===== src/rtl/exec_stage_mc.sv =====
// Execute stage: single-cycle ALU and branch resolution, plus a multi-cycle multiplier.
// It has one output register, an icc flag register and branch-annul tracking.
module exec_stage_mc #(
  parameter int DATA_W  = 32,
  parameter int PC_W    = 64,
  parameter int MUL_LAT = 3
) (
  input  logic              clk,
  input  logic              reset,
  input  logic              in_valid,
  output logic              in_ready,
  input  logic [2:0]        in_op,
  input  logic [DATA_W-1:0] in_a,
  input  logic [DATA_W-1:0] in_b,
  input  logic [PC_W-1:0]   in_pc,
  input  logic [4:0]        in_rd,
  input  logic              in_reg_write,
  input  logic              in_icc_write,
  input  logic              in_annul,
  input  logic [3:0]        in_cond,
  input  logic              in_flush,
  output logic              out_valid,
  input  logic              out_ready,
  output logic [DATA_W-1:0] out_res,
  output logic [4:0]        out_rd,
  output logic              out_reg_write,
  output logic [3:0]        out_icc,
  output logic              out_redirect,
  output logic [PC_W-1:0]   out_target
);

  localparam logic [2:0] OP_ADD = 3'b000, OP_SUB = 3'b001, OP_AND = 3'b010, OP_OR  = 3'b011,
                         OP_XOR = 3'b100, OP_MUL = 3'b101, OP_BR  = 3'b110;

  typedef enum logic {IDLE, MUL_BUSY} state_t;

  state_t            state_q;
  logic [3:0]        cnt_q;
  logic              annul_q;
  logic [3:0]        icc_q;
  logic              out_valid_q, out_reg_write_q, out_redirect_q;
  logic [DATA_W-1:0] out_res_q, mul_res_q;
  logic [4:0]        out_rd_q, mul_rd_q;
  logic [PC_W-1:0]   out_target_q;
  logic              mul_rw_q, mul_iw_q;

  logic [DATA_W:0]   sum_d;
  logic [DATA_W-1:0] diff_d, res_d, prod_d;
  logic              v_d, c_d, alu_op_d, taken_d, accept_d, out_free_d;
  logic [3:0]        icc_d;
  logic [PC_W-1:0]   disp_d, target_d;

  function automatic logic cond_true(input logic [3:0] c, input logic [2:0] nzv);
    case (c)
      4'b1000: cond_true = 1'b1;
      4'b0001: cond_true = nzv[1];
      4'b1001: cond_true = !nzv[1];
      4'b0011: cond_true = nzv[2] ^ nzv[0];
      4'b1011: cond_true = !(nzv[2] ^ nzv[0]);
      default: cond_true = 1'b0;
    endcase
  endfunction

  assign out_free_d = !out_valid_q || out_ready;
  assign in_ready   = (state_q == IDLE) && out_free_d && !in_flush;
  assign accept_d   = in_valid && in_ready;

  assign sum_d    = {1'b0, in_a} + {1'b0, in_b};
  assign diff_d   = in_a - in_b;
  assign prod_d   = in_a * in_b;
  assign disp_d   = PC_W'($signed(in_b));
  assign target_d = in_pc + disp_d;
  assign taken_d  = (in_op == OP_BR) && cond_true(in_cond, icc_q[3:1]);
  assign alu_op_d = (in_op <= OP_XOR);

  always_comb begin
    res_d = '0;
    v_d   = 1'b0;
    c_d   = 1'b0;
    case (in_op)
      OP_ADD: begin
        res_d = sum_d[DATA_W-1:0];
        c_d   = sum_d[DATA_W];
        v_d   = (in_a[DATA_W-1] == in_b[DATA_W-1]) && (res_d[DATA_W-1] != in_a[DATA_W-1]);
      end
      OP_SUB: begin
        res_d = diff_d;
        c_d   = in_a < in_b;
        v_d   = (in_a[DATA_W-1] != in_b[DATA_W-1]) && (res_d[DATA_W-1] != in_a[DATA_W-1]);
      end
      OP_AND:  res_d = in_a & in_b;
      OP_OR:   res_d = in_a | in_b;
      OP_XOR:  res_d = in_a ^ in_b;
      default: res_d = '0;
    endcase
    icc_d = {res_d[DATA_W-1], res_d == '0, v_d, c_d};
  end

  always_ff @(posedge clk or negedge reset) begin
    if (!reset) begin
      state_q         <= IDLE;
      cnt_q           <= '0;
      annul_q         <= 1'b0;
      icc_q           <= '0;
      out_valid_q     <= 1'b0;
      out_res_q       <= '0;
      out_rd_q        <= '0;
      out_reg_write_q <= 1'b0;
      out_redirect_q  <= 1'b0;
      out_target_q    <= '0;
      mul_res_q       <= '0;
      mul_rd_q        <= '0;
      mul_rw_q        <= 1'b0;
      mul_iw_q        <= 1'b0;
    end else if (in_flush) begin
      state_q     <= IDLE;
      cnt_q       <= '0;
      annul_q     <= 1'b0;
      out_valid_q <= 1'b0;
    end else begin
      if (out_valid_q && out_ready) out_valid_q <= 1'b0;
      case (state_q)
        IDLE: begin
          if (accept_d) begin
            if (annul_q) begin
              annul_q <= 1'b0;
            end else if (in_op == OP_MUL) begin
              state_q   <= MUL_BUSY;
              cnt_q     <= 4'(MUL_LAT - 1);
              mul_res_q <= prod_d;
              mul_rd_q  <= in_rd;
              mul_rw_q  <= in_reg_write;
              mul_iw_q  <= in_icc_write;
            end else begin
              out_valid_q     <= 1'b1;
              out_res_q       <= res_d;
              out_rd_q        <= in_rd;
              out_reg_write_q <= alu_op_d && in_reg_write;
              out_redirect_q  <= taken_d;
              out_target_q    <= taken_d ? target_d : '0;
              if (alu_op_d && in_icc_write) icc_q <= icc_d;
              if (in_op == OP_BR && in_annul && (!taken_d || in_cond == 4'b1000)) annul_q <= 1'b1;
            end
          end
        end
        MUL_BUSY: begin
          // A finished product waits here until the output register can take it.
          if (cnt_q != '0) begin
            cnt_q <= cnt_q - 4'd1;
          end else if (out_free_d) begin
            state_q         <= IDLE;
            out_valid_q     <= 1'b1;
            out_res_q       <= mul_res_q;
            out_rd_q        <= mul_rd_q;
            out_reg_write_q <= mul_rw_q;
            out_redirect_q  <= 1'b0;
            out_target_q    <= '0;
            if (mul_iw_q) icc_q <= {mul_res_q[DATA_W-1], mul_res_q == '0, 2'b00};
          end
        end
        default: state_q <= IDLE;
      endcase
    end
  end

  assign out_valid     = out_valid_q;
  assign out_res       = out_res_q;
  assign out_rd        = out_rd_q;
  assign out_reg_write = out_reg_write_q;
  assign out_icc       = icc_q;
  assign out_redirect  = out_redirect_q;
  assign out_target    = out_target_q;

endmodule


===== config.mk =====
export PLATFORM = sky130hd
export DESIGN_NAME = exec_stage_mc
export DESIGN_NICKNAME = d
export VERILOG_FILES = /design/src/rtl/exec_stage_mc.sv
export SDC_FILE = /design/constraint.sdc
export NUM_CORES = 2
export LEC_CHECK = 0
export ABC_CLOCK_PERIOD_IN_PS = 2600
export CORE_ASPECT_RATIO = 0.6
export CORE_MARGIN = 5
export CORE_UTILIZATION = 57
export DETAILED_ROUTE_END_ITERATION = 6
export PLACE_DENSITY = 0.79
export SYNTH_ARGS = -nofsm -noshare
export SYNTH_HDL_FRONTEND = slang
export SYNTH_SLANG_ARGS = --single-unit

===== constraint.sdc =====
create_clock -name clk -period 2.6 [get_ports clk]
set_input_delay 0.52 -clock clk [delete_from_list [all_inputs] [get_ports clk]]
set_output_delay 0.52 -clock clk [all_outputs]
set_load 0.01 [all_outputs]

==> results.cfg, run 1 <==
[clock_tree]
htree_levels = 4
cts_root_buf = clkbuf_16
cts_sinks = 153
cts_buffers = 17
cts.path.max_buffers = 2

[synth]
syn_inst = 3668
synth-simple-area-share = 0.168
synth.avg_cell_area_um2 = 8.19
synth_top_area_share = 0.274
synthMuxAreaShare = 0.0183
synthAdderAreaFrac = 0.392
yosysSeqAreaShare = 0.127
synth_edf_count = 0
synth_compound_area_frac = 0.162
synth-xor-area-share = 0.0434
yosys.area.top_type = fa_1
syn_area_um2 = 30100
synth_cell_type_count = 82
synth_warnings = 0
synth_top_family_by_area = adder cells
synth_seq_cells = 153
synth_fp_nets = 4510
ys_top_cells_by_area = fa_1 (27%), dfrtp_1 (13%), ha_1 (12%)
ys.flop_type = dfrtp_1
ys_async_sr_fraction = 1.00

[grt]
grt_max_degree = 53
grtUsageTotal = 0.717
overflow = 75

[placement]
gp_congestion = 1.10
dp_hpwl_mm = 117
dp.cells = 5389
place_ws_ns = -5.20
portBuffers = 256

[outcome]
haltStage = global routing
firstError = [ERROR GRT-0232] Routing congestion too high. Check the congestion heatmap in the GUI.
status = did not finish

[die]
initial_core_util = 0.574
ios = 257
dieHeight_um = 188
num_rows = 65
dieWidth_um = 306
==> synthesized netlist by cell type (all sizes together) (32+ instances only) <==
cell / count
nand2: 464
a21oi: 168
clkbuf: 138
nand3: 41
fa: 411
o21ai: 196
dfrtp: 153
xnor2: 96
nand2b: 32
mux2i: 47
nor3: 39
buf: 39
a21o: 64
inv: 512
nor2: 451
xor2: 53
ha: 283
==> through the flow <==
stage	hold slack, ns	cell area [um^2]
CTS	0.00391	44700
detailed placement	0.464	41400
floorplan	0.224	31700
global placement	0.459	41400
==> cell families after synthesis <==
family / Yosys count
buf+inv: 702
simple gates: 1179
mux: 54
xor+xnor: 149
flops: 153
fa+ha+maj: 694
compound gates: 737
==> per-layer routing <==
layer | GRT overflow | track usage
met5 | 1 | 0.488
met4 | 27 | 0.567
met3 | 12 | 0.635
met2 | 23 | 0.807
met1 | 12 | 0.777
==> repair_timing <==
action / CTS
hold endpoints to repair: 0
setup endpoints to repair: 129
hold buffers: 0
pin swaps: 244
setup buffers: 113
resized for setup: 555
cloned: 6
==> inputs of run 2 (changes only) <==
--- a/config.mk
+++ b/config.mk
@@ -6,11 +6,10 @@
 export NUM_CORES = 2
 export LEC_CHECK = 0
 export ABC_CLOCK_PERIOD_IN_PS = 2600
-export CORE_ASPECT_RATIO = 0.6
 export CORE_MARGIN = 5
-export CORE_UTILIZATION = 57
+export CORE_UTILIZATION = 40
 export DETAILED_ROUTE_END_ITERATION = 6
-export PLACE_DENSITY = 0.79
+export PLACE_DENSITY_LB_ADDON = 0.15
 export SYNTH_ARGS = -nofsm -noshare
 export SYNTH_HDL_FRONTEND = slang
 export SYNTH_SLANG_ARGS = --single-unit
==> results.cfg, run 2 <==
[synth]
synth.avg_cell_area_um2 = 8.19
yosys.area.top_type = fa_1
ys_async_sr_fraction = 1.00
yosys-top-cells-count = inv_1 (509), nand2_1 (464), nor2_1 (451)
synth_seq_cells = 153
syn_area_um2 = 30100
synth_most_common_cell = inv_1
synth_top_area_share = 0.274
ys.flop_type = dfrtp_1
yosysSeqAreaShare = 0.127
ys_top_cells_by_area = fa_1 (27%), dfrtp_1 (13%), ha_1 (12%)
synth_cell_type_count = 82
synth_warnings = 0
syn_inst = 3668
synth_fp_nets = 4510
synth_edf_count = 0

[grt]
grt_max_degree = 56
grt_pass1_vias = 32674
grtUsageTotal = 0.335
overflow = 0
grt_antenna_before_repair = 7
grt_pass1_wl_mm = 205

[die]
dieHeight_um = 284
ios = 257
die-area_um2 = 80700
initial_core_util = 0.404
dieWidth_um = 284
core_um2 = 74400
num_rows = 100

[timing]
hold_viol = 0
relSlewSlack = 0.534
timing.final.crit_period_ns = 6.51
setup_violations = 101
fin_ws_ns = -3.91
fin_hold_ws_ns = 0.472
finalCritPeriodShare = 2.50
tightest_slew_ns = 0.699
finalSetupTns_ns = -122.77
fmax_mhz = 154
finalMaxSlewViolations = 0
clock_skew_ns = 0.0309
rsz0062_at_grt = true

[cells_and_area]
largest_reg_flops = 64
final_cell_mix = buf_4 (959), nand2_1 (448), inv_1 (437)
drive_gt1_frac = 0.366
final_area_um2 = 47000
final_common_cell = buf_4
nNetsFinal = 5747
syn_to_final_growth_pct = 56.5

[clock_tree]
cts_tree = built
cts_sinks = 153
cts_root_buf = clkbuf_16
htree_levels = 4
cts.path.max_buffers = 2
cts_buffers = 17
path_clk_slew_ns = 0.10
clkLatencyLatePin_ns = 0.51

[placement]
place_ws_ns = -5.13
portBuffers = 256
dp_hpwl_mm = 112
gp_congestion = 1.03
placed_area_um2 = 42000

[detailed_routing]
drtIter0Drc = 2507
vias = 31716
drtPass1Iterations = 5
drc = 0
viasPerCell = 5.38
wire_per_inst_um = 23.5
finalWirelength_mm = 138
drtAntennaViolNets = 0

[outcome]
status = finished with violations
violations = setup timing

[worst_setup_path]
cp_slowest_cell = fa_1
cpMostUsedCell = fa_1
crit_chain = clkdlybuf4s15_2 > inv_2 > nor2_1 > fa_1 > inv_1 > fa_1 > fa_1 > fa_1 > inv_2 > fa_1 > fa_1 > fa_1 > fa_1 > ha_4 > a21o_1 > a21o_1 > a21oi_2 > o311a_1 > buf_4 > nor3_2 > o31a_1 > nor2_2 > xnor2_1 > mux2_4
worstPathMaxFanout = 4
cp_data_required_time_ns = 3.00
cp-end-kind = flip-flop
worstPathArrival_ns = 6.91
crit_type = input port to flip-flop
start_kind = input port
slowest_delay_ns = 0.56

[flow_run]
cap_violations = 0

[min_path]
hold_path_class = flip-flop to flip-flop
[run 2: cell counts after synthesis]
No cell type changed its count.
[run 2: area by class of cell]
type                            count  area, um^2
Timing Repair Buffer             1393       12300
Multi-Input combinational cell   2813       26800
Sequential cell                   153        3830
Inverter                          525        2190
Clock buffer                       18         439
Tap cell                          969        1210
Fill cell                        6418       27400
Antenna cell                        5        12.5
Clock inverter                     14         181
Timing Repair inverter              2        13.8
[run 2: through the flow]
stage                      util  cells
final                     0.632   5892
after global routing      0.632   5889
after CTS                 0.613   5850
after detailed placement  0.565   5700
after global placement    0.565   5700
after floorplan               -   3668
[run 2: kinds of logic after synthesis]
kind of cell,Yosys count,synth area share
fa+ha+maj,694,0.392
compound gates,737,0.162
simple gates,1179,0.168
buf+inv,702,0.0893
mux,54,0.0183
xor+xnor,149,0.0434
flops,153,0.127
[run 2: path summary, 6_finish.rpt]
kind	from	to	slack, ns	cells past startpoint
setup / recovery	in_a[17]	mul_res_q[28]	-3.91	24
hold / removal	out_res[21]	out_res[21]	0.47	2
setup reg to reg	cnt_q[0]	out_icc[2]	-0.25	15
hold reg to reg	out_res[21]	out_res[21]	0.47	2
max in group asynchronous	reset	out_target[20]	1.30	3
min in group asynchronous	reset	mul_res_q[26]	0.57	2
[run 2: per-layer routing]
| layer | GRT usage | share of wire |
|---|---|---|
| met1 | 0.438 | 0.41 |
| met2 | 0.531 | 0.45 |
| met3 | 0.0597 | 0.074 |
| met4 | 0.182 | 0.067 |
| met5 | 0 | 0.00029 |
[run 2: timing repair]
action                                  4_1_cts  5_1_grt
endpoints found under the setup margin      128      124
pin swaps                                   274      181
hold endpoints to repair                      1        0
hold buffers                                  1        0
buffers inserted                            119       47
gates cloned                                  6        0
gates resized for setup                     612      345
[run 2: worst max-delay path: cells and delay by family]
family	cells	cell delay [ns]
mux	1	0.25
simple gates	3	0.21
xor+xnor	1	0.07
buf+inv	5	0.61
compound gates	5	1.01
fa+ha+maj	9	4.24
Power of run 2 is left out: the tool's default activity adds up to more than one toggle a clock period on the data nets, which glitch-free logic cannot reach.
